===== config.mk =====
export PLATFORM = sky130hd
export DESIGN_NAME = trace_decoder
export DESIGN_NICKNAME = d
export VERILOG_FILES = /design/src/rtl/trace_decoder.sv
export SDC_FILE = /design/constraint.sdc
export NUM_CORES = 1
export LEC_CHECK = 0
export BUFFER_PORTS_ARGS = -buffer_cell sky130_fd_sc_hd__buf_2
export CORE_MARGIN = 8
export CORE_UTILIZATION = 55
export CTS_CLUSTER_DIAMETER = 150
export DETAILED_ROUTE_END_ITERATION = 12
export GPL_TIMING_DRIVEN = 0
export PLACE_DENSITY = 0.74
export SETUP_SLACK_MARGIN = 0.5
export SKIP_LAST_GASP = 1
export SLEW_MARGIN = 20
export SYNTH_ARGS = -nofsm -noshare
export SYNTH_HDL_FRONTEND = slang
export SYNTH_SLANG_ARGS = --single-unit

===== constraint.sdc =====
create_clock -name Clk -period 6.5 [get_ports Clk]
set_clock_uncertainty 0.1 [all_clocks]
set_input_delay 0.325 -clock Clk [delete_from_list [all_inputs] [get_ports Clk]]
set_output_delay 0.325 -clock Clk [all_outputs]
set_load 0.005 [all_outputs]

===== src/rtl/trace_decoder.sv =====
// Receive side of the trace word stream: rebuilds framed half-word records
// into 32-bit words, buffers them in a show-ahead FIFO and reports status.
//
// Ports:
//   Clk, Rst_n    clock, async active-low reset
//   Enc_data      [17:16] word type, [15:0] payload (MSB first on the wire)
//   Enc_collect   Enc_data valid this cycle (no backpressure)
//   Out_*         FIFO head: data/kind/flags/sof/eof, valid/ready handshake
//   Trigger_out   one-cycle pulse per TRIG word
//   Overflow      sticky, word lost on a full FIFO
//   Proto_err     sticky, malformed stream
//   Err_clr       clears Overflow and Proto_err
//   Rec_count     complete records pushed (wraps)

module trace_decoder #(
   parameter int C_FIFO_DEPTH = 16,
   parameter int C_MAX_WORDS  = 8
) (
   input  logic        Clk,
   input  logic        Rst_n,
   input  logic [17:0] Enc_data,
   input  logic        Enc_collect,
   output logic [31:0] Out_data,
   output logic [3:0]  Out_kind,
   output logic [7:0]  Out_flags,
   output logic        Out_sof,
   output logic        Out_eof,
   output logic        Out_valid,
   input  logic        Out_ready,
   output logic        Trigger_out,
   output logic        Overflow,
   output logic        Proto_err,
   input  logic        Err_clr,
   output logic [15:0] Rec_count
);

   localparam int AW = $clog2(C_FIFO_DEPTH);
   localparam int CW = AW + 1;
   localparam logic [3:0]    MAX_N    = 4'(C_MAX_WORDS);
   localparam logic [CW-1:0] FULL_CNT = CW'(C_FIFO_DEPTH);

   typedef enum logic [1:0] {
      S_IDLE,
      S_HI,
      S_LO,
      S_DROP
   } state_t;

   typedef struct packed {
      logic [31:0] data;
      logic [3:0]  kind;
      logic [7:0]  flags;
      logic        sof;
      logic        eof;
   } entry_t;

   // record context
   state_t      state;
   logic [15:0] hi_half;
   logic [3:0]  kind_q;
   logic [7:0]  flags_q;
   logic [3:0]  left_q;
   logic        first_q;
   logic [4:0]  drop_q;

   // FIFO storage
   entry_t        mem [C_FIFO_DEPTH];
   logic [AW-1:0] wr_ptr;
   logic [AW-1:0] rd_ptr;
   logic [CW-1:0] count;

   // word decode
   logic [1:0]  wtype;
   logic [15:0] payload;
   logic        is_hdr;
   logic        is_data;
   logic        is_trig;
   logic [3:0]  hdr_n;
   logic        hdr_ok;

   assign wtype   = Enc_data[17:16];
   assign payload = Enc_data[15:0];
   assign is_hdr  = Enc_collect & (wtype == 2'b01);
   assign is_data = Enc_collect & (wtype == 2'b10);
   assign is_trig = Enc_collect & (wtype == 2'b11);
   assign hdr_n   = payload[11:8];
   assign hdr_ok  = (hdr_n != 4'd0) && (hdr_n <= MAX_N);

   // push / pop arbitration
   logic   full;
   logic   pop;
   logic   push_req;
   logic   push;
   logic   lost;
   logic   last_word;
   logic   proto_set;
   entry_t new_entry;
   entry_t head;

   assign full      = (count == FULL_CNT);
   assign pop       = Out_valid & Out_ready;
   assign push_req  = is_data & (state == S_LO);
   // a pop in the same cycle frees the slot, so a full FIFO still accepts
   assign push      = push_req & (~full | pop);
   assign lost      = push_req & full & ~pop;
   assign last_word = (left_q == 4'd1);

   assign new_entry = '{
      data:  {hi_half, payload},
      kind:  kind_q,
      flags: flags_q,
      sof:   first_q,
      eof:   last_word
   };

   // header mid-word or mid-record is a truncation
   assign proto_set = (is_data & (state == S_IDLE))
                    | (is_hdr & ~hdr_ok)
                    | (is_hdr & ((state == S_HI) | (state == S_LO)));

   // record FSM and status outputs
   always_ff @(posedge Clk or negedge Rst_n) begin
      if (!Rst_n) begin
         state       <= S_IDLE;
         hi_half     <= '0;
         kind_q      <= '0;
         flags_q     <= '0;
         left_q      <= '0;
         first_q     <= 1'b0;
         drop_q      <= '0;
         Trigger_out <= 1'b0;
         Overflow    <= 1'b0;
         Proto_err   <= 1'b0;
         Rec_count   <= '0;
      end else begin
         Trigger_out <= is_trig;
         // a same-cycle error event beats the clear
         Overflow    <= lost | (Overflow & ~Err_clr);
         Proto_err   <= proto_set | (Proto_err & ~Err_clr);

         if (push && last_word) begin
            Rec_count <= Rec_count + 16'd1;
         end

         unique case (1'b1)
            is_hdr: begin
               if (hdr_ok) begin
                  kind_q  <= payload[15:12];
                  flags_q <= payload[7:0];
                  left_q  <= hdr_n;
                  first_q <= 1'b1;
                  state   <= S_HI;
               end else begin
                  state   <= S_IDLE;
               end
            end
            is_data: begin
               unique case (state)
                  S_IDLE: begin
                  end
                  S_HI: begin
                     hi_half <= payload;
                     state   <= S_LO;
                  end
                  S_LO: begin
                     left_q <= left_q - 4'd1;
                     if (lost) begin
                        // skip both halves of every word still owed
                        drop_q <= {left_q - 4'd1, 1'b0};
                        state  <= last_word ? S_IDLE : S_DROP;
                     end else begin
                        first_q <= 1'b0;
                        state   <= last_word ? S_IDLE : S_HI;
                     end
                  end
                  S_DROP: begin
                     drop_q <= drop_q - 5'd1;
                     if (drop_q == 5'd1) begin
                        state <= S_IDLE;
                     end
                  end
               endcase
            end
            default: begin
            end
         endcase
      end
   end

   // FIFO pointers and occupancy
   always_ff @(posedge Clk or negedge Rst_n) begin
      if (!Rst_n) begin
         wr_ptr <= '0;
         rd_ptr <= '0;
         count  <= '0;
      end else begin
         if (push) begin
            wr_ptr <= wr_ptr + AW'(1);
         end
         if (pop) begin
            rd_ptr <= rd_ptr + AW'(1);
         end
         unique case ({push, pop})
            2'b10:   count <= count + CW'(1);
            2'b01:   count <= count - CW'(1);
            default: count <= count;
         endcase
      end
   end

   always_ff @(posedge Clk) begin
      if (push) begin
         mem[wr_ptr] <= new_entry;
      end
   end

   // show-ahead head; fields read as zero while empty
   assign head      = mem[rd_ptr];
   assign Out_valid = (count != '0);
   assign Out_data  = Out_valid ? head.data  : '0;
   assign Out_kind  = Out_valid ? head.kind  : '0;
   assign Out_flags = Out_valid ? head.flags : '0;
   assign Out_sof   = Out_valid & head.sof;
   assign Out_eof   = Out_valid & head.eof;

endmodule


Word level (Yosys, flattened, before mapping)

Memory sizes are Yosys's and may differ from the RTL's.
Index checks and enable logic that the tools add are counted.

Memories kept: 1
Register bits: 72
Output and inout port bits: 66
RAM bits: 736
Logic and storage cells: 101
Bits of input ports: 23

Memory list:

| memory | depth | width | read ports | clocked after Yosys merged registers in | write ports | line | source |
|---|---|---|---|---|---|---|---|
| mem    | 16    | 46    | 1          | 0                                       | 1           | 67   | `entry_t mem [C_FIFO_DEPTH];` |

Bitwise operators: 25
Equality and inequality tests: 17
Reductions and logical operators: 14
Add/sub/neg operators: 7
$lt $le $gt $ge: 1
Mux-type cells: 22

Operators with widths:

| kind                  | number |
|---|---|
| $mux 32               | 1 |
| $pmux 5 s2            | 2 |
| $add 16x1->16 const B | 1 |
| $and 1x1->1           | 15 |
| $mux 4                | 3 |
| $eq 2x2->1 const B    | 5 |
| $sub 5x1->5 const B   | 2 |
| $reduce_and 3->1      | 3 |
| $add 4x1->4 const B   | 2 |
| $mux 8                | 1 |
| $pmux 4 s2            | 1 |
| $mux 1                | 7 |
| $eq 2x1->1 const B    | 3 |
| $mux 2                | 3 |
| $or 1x1->1            | 6 |
| $pmux 2 s3            | 1 |
| $reduce_bool 2->1     | 3 |
| $add 5x1->5 const B   | 1 |
| $eq 5x1->1 const B    | 1 |
| $eq 5x5->1 const B    | 1 |
| $mux 5                | 1 |
| $reduce_bool 5->1     | 1 |
| $eq 4x1->1 const B    | 1 |
| $le 4x4->1 const B    | 1 |
| other kinds (13)      | 20 |

Logic depth before layout (Yosys ltp)

Depth after elaboration: 8
Depth in mapped cells: 10
Gate-level depth less buffers: 9

Least setup slack after synthesis

OpenSTA, ideal clock, no wires.

Path kind: flip-flop to flip-flop
From: register state[0]
To: memory mem[1][0] (netlist name) (enable)
Library setup time: 580 ps
Arrival time: 6128 ps
Cell stages (with the launch flop): 7
Required time: 5820 ps
Clock period less this slack: 6808 ps
Buffers on the path: 1
Path slack: -308 ps
Cell sequence: dfrtp_1 -> inv_1 -> ha_1 -> and4b_1 -> clkbuf_1 -> o21ai_1 -> nor4b_1

Cells in the longest elaborated chain, start to end: 5

Ends and longest elaborated chain:

| what                         | line | source |
|---|---|---|
| from (decl)                  | 58   | `state_t state;` |
| from (signal assigned)       | 170  | `state <= last_word ? S_IDLE : S_DROP;` |
| from (signal assigned)       | 173  | `state <= last_word ? S_IDLE : S_HI;` |
| $eq 2x2->1                   | 102  | `assign push_req = is_data & (state == S_LO);` |
| $and 1x1->1                  | 102  |  |
| $and 1x1->1                  | 104  | `assign push = push_req & (~full \| pop);` |
| $mux 1                       | 212  | `if (push) begin` |
| $mux 1 (implied by the code) | 213  | `mem[wr_ptr] <= new_entry;` |
| to (decl)                    | 67   |  |

No other way between the ends.

Final worst setup path

From: register count[4]
To: output Out_data[18]

Cells in the longest elaborated chain, start to end: 2

Ends and longest elaborated chain:

| what                   | line | source |
|---|---|---|
| from (decl)            | 70   | `logic [CW-1:0] count;` |
| from (signal assigned) | 204  | `2'b10: count <= count + CW'(1);` |
| from (signal assigned) | 205  | `2'b01: count <= count - CW'(1);` |
| from (signal assigned) | 206  | `default: count <= count;` |
| $reduce_bool 5->1      | 219  | `assign Out_valid = (count != '0);` |
| $mux 32                | 220  | `assign Out_data = Out_valid ? head.data : '0;` |
| to (decl)              | 23   | `output logic [31:0] Out_data,` |

No other way between the ends.

==> results.sh <==
export IMPL_required_ns=6.07
export IMPL_ys_flop_type="edfxtp_1"
export IMPL_fp_coreArea_um2=56600
export IMPL_drt_iter0_drc=1528
export IMPL_die_h_um=256
export IMPL_post_cts_buffers=0
export IMPL_die_area_um2=65300
export IMPL_root_buffer="clkbuf_16"
export IMPL_initial_core_util_pct=55.7
export IMPL_rsz0062_at_grt="false"
export IMPL_slew_headroom_pct=31.5
export IMPL_holdBufCountCts=3
export IMPL_synth_cells=1506
export IMPL_synth_seq_cells=808
export IMPL_setup_tns_final_ns=0
export IMPL_antenna_left=0
export IMPL_grt_pass1_wl_mm=109
export IMPL_finalNetCount=1784
export IMPL_worstSetupEndpointType="primary output"
export IMPL_tritoncts="done"
export IMPL_fmax_mhz=247
export IMPL_num_rows=87
export IMPL_syn_area_per_cell_um2=20.9
export IMPL_clock_sinks=808
export IMPL_cts_max_path_buffers=3
export IMPL_firstDrtPassIters=6
export IMPL_layout_drive_gt1_share_pct=29.8
export IMPL_crit_fanout=10
export IMPL_port_buffers=85
export IMPL_routed_via_density=6.36
export IMPL_drc=0
export IMPL_period_share_pct=62.3
export IMPL_cts_buffers=78
export IMPL_fp_dieW_um=256
export IMPL_finalSetupViolations=0
export IMPL_final_util_pct=64.0
export IMPL_cts_htree_levels=3
export IMPL_power_density_nw_per_um2=417
export IMPL_synth_async_reset_ratio_pct=8.91
export IMPL_final_area_um2=36200
export IMPL_fin_cells=2565
export IMPL_drv_slew=0
export IMPL_place_inst=2419
export IMPL_crit_type="reg2out"
export IMPL_dpl_instance_area_um2=33600
export IMPL_clock_latency_ns=0.62
export IMPL_cts_resized_gates=0
export IMPL_areaGrowthSynthToFinish_pct=14.9
export IMPL_ys_warn_count=0
export IMPL_arrival_ns=3.62
export IMPL_vdd_ir_drop_max_uv=244
export IMPL_synth_nets=1544
export IMPL_grt_ovfl_total=0
export IMPL_grt_pass1_vias=17012
export IMPL_gp_congestion=0.803
export IMPL_clk_pin_slew_ns=0.06
export IMPL_design_portCount=89
export IMPL_synth_edf_count=736
export IMPL_period_minus_slack_ns=4.05
export IMPL_grt_max_degree=43
export IMPL_grtUsageTotal_pct=22.3
export IMPL_wl_per_cell_um=28.5
export IMPL_grt_antenna_before_repair=2
export IMPL_p_leak_uw=0.0122
export IMPL_max_cap_violations=0
export IMPL_status="finished, final reports clean"
export IMPL_cp_start_kind="flip-flop"
export IMPL_syn_area_um2=31500
export IMPL_place_detailed_hpwl_mm=46.9
export IMPL_vias=16316
export IMPL_worstMarginPinSlew_ns=1.03
export IMPL_wirelength_mm=73.1
export IMPL_worstHoldPathType="in2reg"
export IMPL_total_power_uw=15100
export IMPL_ys_types=57
export IMPL_ys_seq_area_share_pct=75.8
export IMPL_hold_viol=0
## metrics by stage
step / worst slack (ns) / hold WS [ns]
floorplan: -0.308 / -0.0706
global placement: -5.80 / 0.374
detailed placement: 2.55 / 0.214
CTS: 2.41 / 0.000775
global route: 2.26 / 0.0365
finish: 2.45 / 0.0390
## Yosys cell counts, drive strengths merged (2+ instances only)
master,count,area share (%)
edfxtp,736,70
mux4,184,13
nand3,102,1.6
dfrtp,72,5.7
buf,50,0.77
mux2i,50,1.6
o211ai,46,1.1
clkbuf,36,0.43
mux2,31,1.1
xnor2,21,0.58
nand2,20,0.24
ha,15,0.59
inv,14,0.17
o21ai,13,0.24
nor2,11,0.13
nand4,10,0.20
nor4b,8,0.22
and3,7,0.14
nor2b,7,0.14
a31oi,6,0.12
and4,6,0.17
nand2b,6,0.12
xor2,5,0.14
a21oi,4,0.075
nor3b,4,0.095
o22ai,4,0.079
o31ai,4,0.095
a211oi,3,0.10
nor3,3,0.048
or4,3,0.071
a31o,2,0.056
and3b,2,0.056
nand3b,2,0.048
nand4b,2,0.075
nor4,2,0.087
o2111ai,2,0.056
o21a,2,0.048
## cells by family (layout without fill, tap and decap cells)
logic type / Yosys count / count (layout) / share of synthesized area [%]
DFF: 808 / 808 / 75.8
buffers and inverters: 100 / 402 / 1.36
and+or+nand+nor: 199 / 199 / 3.57
muxes: 265 / 265 / 15.8
other: 0 / 1 / 0
xor gates and xnor gates: 26 / 26 / 0.722
adders and majority gates: 15 / 15 / 0.595
AOI/OAI and AO/OA: 93 / 93 / 2.16
## layout make-up
type	count	area, um^2
diodes	1	2.50
plain buffers	86	378
clock buffers	106	2200
clock inverters	36	389
fillers	3775	20400
inverters	14	52.6
multi-input cells	598	7290
flip-flops and latches	808	23900
well taps	756	946
repair buffers	160	1080
## placed cells by master (no fill, tap or decap), drive strengths merged, types with 16 or more instances in the layout
| cell | instances |
|---|---|
| buf | 207 |
| clkbuf | 142 |
| clkinv | 26 |
| dfrtp | 72 |
| edfxtp | 736 |
| inv | 16 |
| mux2 | 31 |
| mux2i | 50 |
| mux4 | 184 |
| nand2 | 20 |
| nand3 | 102 |
| o211ai | 46 |
| xnor2 | 21 |
## power breakdown
group / switching (uW) / leakage [uW] / total [uW] / internal [uW]
registers: 418 / 0.00753 / 6580 / 6160
logic: 2190 / 0.00335 / 3960 / 1760
clock network: 1870 / 0.00128 / 4560 / 2700
## worst max-delay path, cell delays in order (launching register included)
cell and delay, ns:
dfrtp_1 0.32, clkbuf_1 0.33, nand2b_1 0.36, clkbuf_1 0.71, clkbuf_1 0.62, nand3_1 0.25
o211ai_1 0.23, buf_2 0.19
## state kept, by name (all words and copies together), names as in the netlist
name and cells:
mem 736, Rec_count 16, hi_half 16, flags_q 8, count 5, drop_q 5
kind_q 4, left_q 4, rd_ptr 4, wr_ptr 4, state 2, Overflow 1
Proto_err 1, Trigger_out 1, first_q 1
## metal layers
metal	share of wire, %	global-route usage [%]	vias up
met3	7.7	3.47	154
met4	3.1	7.25	0
li1	-	-	6771
met5	0	0	-
met1	39	30.0	8552
met2	50	37.4	839
## path summary, 6_finish.rpt
path                                from       endpoint  slack (ns)  cells past startpoint
setup / recovery                count[4]   Out_data[18]        2.45                      7
min in group asynchronous          Rst_n      drop_q[0]        0.09                      2
max in group asynchronous          Rst_n      wr_ptr[2]        5.58                      3
hold / removal              Enc_data[13]    mem[13][27]        0.04                      1
setup reg to reg                state[0]     mem[1][31]        2.54                     10
hold reg to reg            Rec_count[15]  Rec_count[15]        0.39                      1
No activity file was read; power rests on OpenSTA's default activity.
